$ cat src/rtl/shift_unit.sv
// Multi-cycle shift/rotate unit: moves the working register by up to STEP bits
// per clock under a start/done handshake.
//   state | meaning
//   IDLE  | waiting for start
//   SHIFT | shifting the working register, busy=1
//   DONE  | one-cycle done pulse; result valid, new start accepted
module shift_unit #(
    parameter int WIDTH = 32,
    parameter int STEP  = 4,
    localparam int AMT_W = $clog2(WIDTH)
) (
    input  logic             clock,
    input  logic             clear,
    input  logic             start,
    input  logic [2:0]       op,
    input  logic [WIDTH-1:0] operand,
    input  logic [AMT_W-1:0] amount,
    output logic             busy,
    output logic             done,
    output logic [WIDTH-1:0] result,
    output logic             illegal_op
);

    localparam logic [2:0] OP_SHR  = 3'b000;
    localparam logic [2:0] OP_SHRA = 3'b001;
    localparam logic [2:0] OP_SHL  = 3'b010;
    localparam logic [2:0] OP_ROR  = 3'b011;
    localparam logic [2:0] OP_ROL  = 3'b100;

    localparam logic [AMT_W:0] STEP_V  = (AMT_W+1)'(STEP);
    localparam logic [AMT_W:0] WIDTH_V = (AMT_W+1)'(WIDTH);

    typedef enum logic [1:0] {
        IDLE  = 2'd0,
        SHIFT = 2'd1,
        DONE  = 2'd2
    } state_t;

    state_t           state, state_nxt;
    logic [WIDTH-1:0] work;
    logic [AMT_W-1:0] remaining;
    logic             sign;
    logic [2:0]       op_q;
    logic             illegal_q;

    logic             accept;
    logic             op_legal;
    logic [AMT_W:0]   step_amt;
    logic [AMT_W:0]   step_inv;
    logic [WIDTH-1:0] sign_fill;
    logic [WIDTH-1:0] shifted;

    assign accept   = start && (state == IDLE || state == DONE);
    assign op_legal = (op <= OP_ROL);

    always_ff @(posedge clock or negedge clear) begin
        if (!clear) state <= IDLE;
        else        state <= state_nxt;
    end

    always_comb begin
        state_nxt = state;
        case (state)
            IDLE, DONE: begin
                if (accept)
                    state_nxt = (amount != '0 && op_legal) ? SHIFT : DONE;
                else
                    state_nxt = IDLE;
            end
            SHIFT: begin
                if ({1'b0, remaining} <= STEP_V) state_nxt = DONE;
            end
            default: state_nxt = IDLE;
        endcase
    end

    // A shift by WIDTH yields zero, so step_amt=0 degrades cleanly to a pass-through.
    always_comb begin
        step_amt  = ({1'b0, remaining} > STEP_V) ? STEP_V : {1'b0, remaining};
        step_inv  = WIDTH_V - step_amt;
        sign_fill = sign ? ~({WIDTH{1'b1}} >> step_amt) : '0;
        shifted   = work;
        case (op_q)
            OP_SHR:  shifted = work >> step_amt;
            OP_SHRA: shifted = (work >> step_amt) | sign_fill;
            OP_SHL:  shifted = work << step_amt;
            OP_ROR:  shifted = (work >> step_amt) | (work << step_inv);
            OP_ROL:  shifted = (work << step_amt) | (work >> step_inv);
            default: shifted = work;
        endcase
    end

    always_ff @(posedge clock or negedge clear) begin
        if (!clear) begin
            work      <= '0;
            remaining <= '0;
            sign      <= 1'b0;
            op_q      <= OP_SHR;
            illegal_q <= 1'b0;
        end else if (accept) begin
            work      <= operand;
            remaining <= amount;
            sign      <= operand[WIDTH-1];
            op_q      <= op;
            illegal_q <= !op_legal;
        end else if (state == SHIFT) begin
            work      <= shifted;
            remaining <= remaining - step_amt[AMT_W-1:0];
        end
    end

    assign busy       = (state == SHIFT);
    assign done       = (state == DONE);
    assign result     = work;
    assign illegal_op = illegal_q;

endmodule

$ cat config.mk
export PLATFORM = sky130hd
export DESIGN_NAME = shift_unit
export DESIGN_NICKNAME = d
export VERILOG_FILES = /design/src/rtl/shift_unit.sv
export SDC_FILE = /design/constraint.sdc
export NUM_CORES = 1
export LEC_CHECK = 0
export CELL_PAD_IN_SITES_DETAIL_PLACEMENT = 0
export CELL_PAD_IN_SITES_GLOBAL_PLACEMENT = 1
export CORE_MARGIN = 2
export CORE_UTILIZATION = 46
export DETAILED_ROUTE_END_ITERATION = 10
export PLACE_DENSITY_LB_ADDON = 0.12
export SETUP_SLACK_MARGIN = 0.2
export SYNTH_ARGS = -nofsm -noshare
export SYNTH_HDL_FRONTEND = slang
export SYNTH_SLANG_ARGS = --single-unit
$ cat constraint.sdc
create_clock -name clock -period 7.1 [get_ports clock]
set_clock_uncertainty 0.15 [all_clocks]
set_input_delay 1.42 -clock clock [delete_from_list [all_inputs] [get_ports clock]]
set_output_delay 1.42 -clock clock [all_outputs]
set_load 0.03 [all_outputs]
; ---- After elaboration in Yosys (flattened, before gate mapping)
; Index checks and enable logic that the tools add are counted.
[totals]
word_cells = 49
ff_bits = 44
in_bits = 43
[op_classes]
n_bitwise = 4
reduce_logical = 11
n_eq_ne = 7
muxes = 11
n_addsub = 2
magnitude_cmp = 3
n_shift = 5
[op_table]
columns = op, count
row1 = one-hot mux 32 bit (5 select lines), 1
row2 = two-way mux 32 bit, 3
row3 = OR 32 bit, 3
row4 = inverter 32 bit, 1
row5 = left shift 32 x 5 -> 32 bit, 1
row6 = left shift 32 x 6 -> 32 bit, 1
row7 = right shift 32 x 5 -> 32 bit, 1
row8 = right shift 32 x 5 -> 32 bit (first input constant), 1
row9 = right shift 32 x 6 -> 32 bit, 1
row10 = two-way mux 5 bit, 3
row11 = equality test 3 x 2 -> 1 bit (second input constant), 2
row12 = two-way mux 2 bit, 3
row13 = nonzero test 6 bit, 1
row14 = subtractor 6 x 5 -> 6 bit (first input constant), 1
row15 = greater-than comparator 5 x 3 -> 1 bit (second input constant), 1
row16 = <= comparator 5 x 3 -> 1 bit (second input constant), 1
row17 = nonzero test 5 bit, 1
row18 = subtractor 5 bit, 1
row19 = one-hot mux 2 bit (2 select lines), 1
row20 = equality test 3 x 1 -> 1 bit (second input constant), 1
row21 = equality test 3 bit (second input constant), 1
row22 = <= comparator 3 bit (second input constant), 1
row23 = zero test 3 bit, 1
row24 = equality test 2 x 1 -> 1 bit (second input constant), 1
row25 = other kinds (9), 10

; ---- Longest topological paths before layout
; Gate-level depths: netlist of run 1.
[depth]
ltp_word = 9
mapped_depth = 17
depth_no_buf = 11

; ---- Worst setup path after synthesis of run 1
; Ideal clock, no wire load.
[synth_timing]
path_type = register to register
startpoint = register remaining[3]
endpoint = register work[10] (netlist: result[10])
setup_ps = 119
n_path_buf = 8
arrival_time_ps = 3815
synth_period_minus_slack_ps = 4084
path_slack_ps = 3016
path_stages_with_launch = 18
cell_sequence = dfrtp_1 > buf_6 > or4b_4 > buf_6 > buf_6 > buf_6 > buf_2 > ha_1 > inv_1 > ha_1 > clkbuf_1 > inv_1 > buf_1 > buf_1 > mux4_2 > nand2_1 > o311ai_1 > o21a_1
[synth_via]
elab_chain_len = 9
[synth_rtl]
columns = item, line
row1 = start: declaration, 41  ; logic [AMT_W-1:0] remaining;
row2 = start signal: assignment, 102  ; remaining <= amount;
row3 = start signal: assignment, 108  ; remaining <= remaining - step_amt[AMT_W-1:0];
row4 = greater-than comparator 5 x 3 -> 1 bit, 79  ; step_amt = ({1'b0, remaining} > STEP_V) ? STEP_V : {1'b0, remaining};
row5 = two-way mux 5 bit (*), 79
row6 = "parallel branches: the longest is 4 deep, another holds subtractor 6 x 5 -> 6 bit", -
row7 = one-hot mux 32 bit (5 select lines) (*), 83  ; case (op_q)
row8 = two-way mux 32 bit (*), 106  ; end else if (state == SHIFT) begin
row9 = two-way mux 32 bit (*), 100  ; end else if (accept) begin
row10 = end signal: assignment, 101  ; work <= operand;
row11 = end signal: assignment, 107  ; work <= shifted;
row12 = end: declaration, 40  ; logic [WIDTH-1:0] work;
; Every way passes the cells marked *. The select of a mux whose other input is x is not followed.
; A chain may end at the register's enable or synchronous reset.

; ---- Worst setup path in the final report of run 1
[layout_timing]
startpoint = register remaining[3]
endpoint = register work[28] (netlist: result[28])
; The elaborated chain is that of the path after synthesis.

==> impl_metrics.ini, run 1 <==
[grt]
grt_max_degree = 51
antenna_found_initial = 0
track_usage_pct = 39.84
grt_pass1_wl_um = 44170
grt_overflow = 0
grt_pass1_vias = 6849

[setup_path]
path_max_fanout = 42
worstSetupStartpointType = flip-flop
crit_required_ns = 7.18
rr_worst_depth = 14
critical_path_arrival_ns = 4.67
crit_path_end_kind = flip-flop
worst_path_largest_cell_delay_ns = 0.47
worstPathCellList = nor3_2 > buf_4 > nand2_1 > ha_1 > inv_1 > ha_1 > buf_4 > inv_1 > buf_4 > nand2_1 > o22ai_1 > nor2_1 > o31a_1 > o21ai_0
crit_top_cell = buf_4
critPathBufInv = 5
criticalPathCategory = reg2reg
path_delay_family = buffers and inverters
worstSetupPathDepth = 14
slowest_stage = dfrtp_1

[yosys]
syn_area_mm2 = 0.006420
synth_ff_type = dfrtp_1
avgSynthCellArea_um2 = 7.689
synth_edf_count = 0
synth_nets = 883
synth_cells = 835
synth-seq-cells = 44
seq_area_frac_synth_pct = 17.15
synth_async_sr_flop_share_pct = 100.0
yosys.cell_types.count = 72
yosys_warnings = 0

[clock_network]
cts_tree = yes
htree_levels = 2
clk-insertion-delay-late_ns = 0.31
clk_pin_slew_ns = 0.07
numCtsBuffers = 5
cts_resized = 0
post_cts_buffers = 0
clock_path_buffers = 2
cts-root-buf = clkbuf_16
cts_num_sinks = 44
holdBufCountCts = 0

[run]
drv_cap = 0

[finish]
final_util_pct = 52.96
num_antenna_cells = 0
final_common_cell = nand2_1
syn2layout_area_growth_pct = 13.62
mostFrequentLayoutCells = 129 x nand2_1, 76 x clkdlybuf4s50_1, 70 x mux2i_1
nFillCells = 1384
drive_gt1_share_pct = 11.90
layout.nets = 887

[sta]
fin_crit_ns = 4.590
setup_viol = 0
worst_slack_ns = 2.510
slew_headroom_pct = 28.08
finalSetupTns_ns = 0
rsz0062_at_grt = no
whs_ns = 0.3600
hold_viol = 0
fin_crit_sh_pct = 64.64
worst_pin_slew_ns = 1.049
drv_slew = 0
clock.fmax_mhz = 217.9

[routing]
drcViolationCount = 0
num_vias = 7327
viasPerCell = 7.183
wl_um = 29430
drtIter0Drc = 1197
drtAntennaViolNets = 0
firstDrtPassIters = 7
wl_per_cell_um = 28.85

[floorplan]
die_w_um = 122.1
die_h_um = 122.1
start_util_pct = 46.61
num_rows = 43
die_area_mm2 = 0.01492
ios = 78
core_area_mm2 = 0.01377

[place]
place_hpwl_um = 19870
gp_congestion = 1.027
dp_slack_ns = 2.682
port_buffers = 77

[hold_path]
holdPathStages = 2
hp-class = reg2reg

[status]
status = completed
## synth_stat cells (4+ instances only)
cell / count / area (µm²)
nand3_1: 33 / 165.2
nor3_1: 14 / 70.07
or3_1: 15 / 93.84
mux4_2: 34 / 765.7
and2_1: 9 / 56.30
a21oi_1: 52 / 260.3
nor4_1: 5 / 31.28
nor2b_1: 5 / 31.28
o211ai_1: 14 / 105.1
buf_1: 15 / 56.30
buf_2: 10 / 50.05
o22ai_1: 16 / 100.1
and3_1: 5 / 31.28
nor2_1: 55 / 206.5
clkbuf_1: 65 / 244.0
nand2_1: 129 / 484.2
dfrtp_1: 44 / 1101
inv_1: 17 / 63.81
a221oi_1: 6 / 52.55
ha_1: 5 / 62.56
a31oi_1: 13 / 81.33
o2111ai_1: 4 / 35.03
o31a_1: 4 / 35.03
a22oi_1: 5 / 37.54
a2111oi_0: 4 / 35.03
a211oi_1: 17 / 127.6
a32oi_1: 5 / 43.79
mux2i_1: 70 / 700.7
o311ai_0: 6 / 52.55
mux2_2: 23 / 259.0
o21a_1: 4 / 30.03
o31ai_1: 7 / 52.55
o21ai_0: 60 / 300.3
buf_6: 7 / 78.83
## worst reg2reg max path, stage by stage, from the launching register on
cell and delay [ns]:
dfrtp_1 0.47, nor3_2 0.20, buf_4 0.47, nand2_1 0.47, ha_1 0.41, inv_1 0.07, ha_1 0.22, buf_4 0.26
inv_1 0.18, buf_4 0.39, nand2_1 0.31, o22ai_1 0.38, nor2_1 0.08, o31a_1 0.26, o21ai_0 0.18
## per-layer routing
metal	share of wire, %	wire length [µm]	global-route usage (%)
met5	0	0	0
met4	3.9	1138	15.73
met3	12	3438	9.831
met2	45	13190	59.39
met1	40	11660	55.32
## metrics by stage
stage | cells | cell area, µm²
2_1_floorplan | 835 | 6420
3_3_place_gp | 1012 | 7123
3_5_place_dp | 1012 | 7123
4_1_cts | 1020 | 7295
5_1_grt | 1020 | 7295
6_report | 1020 | 7295
## flip-flops by register name (all words and copies together) (netlist names)
| name | cells |
|---|---|
| sign | 1 |
| remaining | 5 |
| illegal_op | 1 |
| result | 32 |
| state | 2 |
| op_q | 3 |
## final cells by class
type                            count  area, µm²  area share, %
Clock inverter                      3      46.29         0.6346
Tap cell                          180      225.2          3.087
Inverter                           20      80.08          1.098
Clock buffer                        5      125.1          1.715
Multi-Input combinational cell    671       4801          65.81
Timing Repair Buffer               97      915.9          12.56
Sequential cell                    44       1101          15.09
## final timing paths
path / end / from / slack [ns]
max in group asynchronous: result[6] / clear / 5.24
worst min-delay path: illegal_op / illegal_op / 0.36
worst max register to register: result[28] / remaining[3] / 2.51
min in group asynchronous: result[13] / clear / 1.09
worst min register to register: illegal_op / illegal_op / 0.36
worst max-delay path: result[28] / remaining[3] / 2.51
## cell families after synthesis
kind of cell | synth area share (%)
DFF | 17.15
other | 0.05841
xor gates and xnor gates | 0.2729
buffers and inverters | 8.361
muxes | 27.46
adders and majority gates | 0.9745
AOI/OAI and AO/OA | 25.59
and+or+nand+nor | 20.13
Power of run 1 is not shown: default switching activity piles up to over one toggle a cycle in this logic, so the estimate is an artifact.
==> run 2: changes to the inputs <==
- CORE_UTILIZATION: 46 -> 39
- clock period: 7.1 -> 4.2 ns (I/O delays scaled with it)
==> run 2 against run 1 <==
  * Via count is 2.3% higher
  * Die area increased by 17%
  * Core utilization decreased by 5.9 points
  * Count of clock-buffer cells in the layout is the same
  * Register-to-register slack worse by 2.2 ns
  * Largest cell class unchanged
  * Hold slack got worse by 0.0047 ns
  * Highest routed layer is now met5
  * First-iteration DRC count shrank 6.0%
  * Worst setup slack lost 2.2 ns
==> impl_metrics.ini, run 2 (same netlist as run 1, synthesis figures left out) <==
[status]
status = completed

[sta]
worst_pin_slew_ns = 1.101
drv_slew = 0
clock.fmax_mhz = 260.2
hold_viol = 0
finalSetupTns_ns = 0
whs_ns = 0.3553
fin_crit_sh_pct = 91.50
setup_viol = 0
slew_headroom_pct = 26.57
fin_crit_ns = 3.843
rsz0062_at_grt = no
worst_slack_ns = 0.3569

[routing]
wl_met2_um = 13890
wl_um = 31750
num_vias = 7498
firstDrtPassIters = 6
wl_per_cell_um = 29.42
drtAntennaViolNets = 0
wl_met3_um = 3655
top_layer = met5
wirelength_met1_um = 12750
drcViolationCount = 0
viasPerCell = 6.949
drtIter0Drc = 1125

[setup_path]
worstSetupStartpointType = flip-flop
crit_required_ns = 4.22
critical_path_arrival_ns = 3.86
criticalPathCategory = reg2reg
path_max_fanout = 30
crit_path_end_kind = flip-flop

[clock_network]
numCtsBuffers = 5
cts_resized = 0
post_cts_buffers = 0
holdBufCountCts = 0
cts-root-buf = clkbuf_16
htree_levels = 2
clk_pin_slew_ns = 0.08
clk-insertion-delay-late_ns = 0.32
cts_num_sinks = 44
clock_path_buffers = 2
cts_tree = yes

[place]
port_buffers = 77
gp_congestion = 1.066
place_hpwl_um = 22340
dp_slack_ns = 0.4603

[finish]
syn2layout_area_growth_pct = 17.31
largest_reg_flops = 32
layout.nets = 909
final_common_cell = nand2_1
drive_gt1_share_pct = 14.04
mostFrequentLayoutCells = 129 x nand2_1, 76 x clkdlybuf4s50_1, 70 x mux2i_1

[floorplan]
start_util_pct = 40.12
num_rows = 46
core_area_mm2 = 0.01600
ios = 78
die_h_um = 132.3
die_area_mm2 = 0.01750
die_w_um = 132.3

[grt]
grt_overflow = 0
grt_max_degree = 51
antenna_found_initial = 1
grt_pass1_wl_um = 47450
grt_pass1_vias = 7387
track_usage_pct = 35.82

[hold_path]
hp-class = in2async

[run]
drv_cap = 0
[run 2: per-layer routing]
layer / track usage [%] / up-vias
li1: - / 3185
met1: 48.54 / 3663
met2: 53.39 / 553
met3: 9.381 / 95
met4: 16.49 / 2
met5: 0 / -
[run 2: final cells by class]
cell class / instances / area, µm²
tap: 216 / 270.3
clock buffer: 5 / 125.1
antenna: 1 / 2.502
multi-input combinational: 671 / 4800
timing repair buffer: 119 / 1106
inverter: 20 / 80.08
fill: 1645 / 8469
clock inverter: 3 / 46.29
sequential: 44 / 1101
[run 2: path summary, 6_finish.rpt]
path | cells after the start | endpoint | slack [ns] | start
worst max register to register | 8 | result[25] | 0.36 | remaining[2]
worst max-delay path | 8 | result[25] | 0.36 | remaining[2]
worst min-delay path | 1 | result[13] | 0.36 | clear
max in group asynchronous | 2 | result[26] | 2.69 | clear
worst min register to register | 2 | illegal_op | 0.36 | illegal_op
min in group clock | 2 | illegal_op | 0.36 | illegal_op
[run 2: through the flow]
step                cell area, µm²  std cells  utilization (%)
CTS                           7528       1078            47.05
floorplan                     6421        835                -
finish                        7531       1079            47.07
global route                  7528       1078            47.05
detailed placement            7357       1070            45.98
global placement              7357       1070            45.98
[run 2: critical path, cell delays in order (launching register included)]
cell,delay (ns)
dfrtp_1,0.50
or4b_4,0.66
buf_4,0.28
clkinv_4,0.29
mux2i_1,0.71
nand2_1,0.11
and3_1,0.24
o311ai_0,0.58
a21oi_1,0.15
Power of run 2 is left out for the same reason.
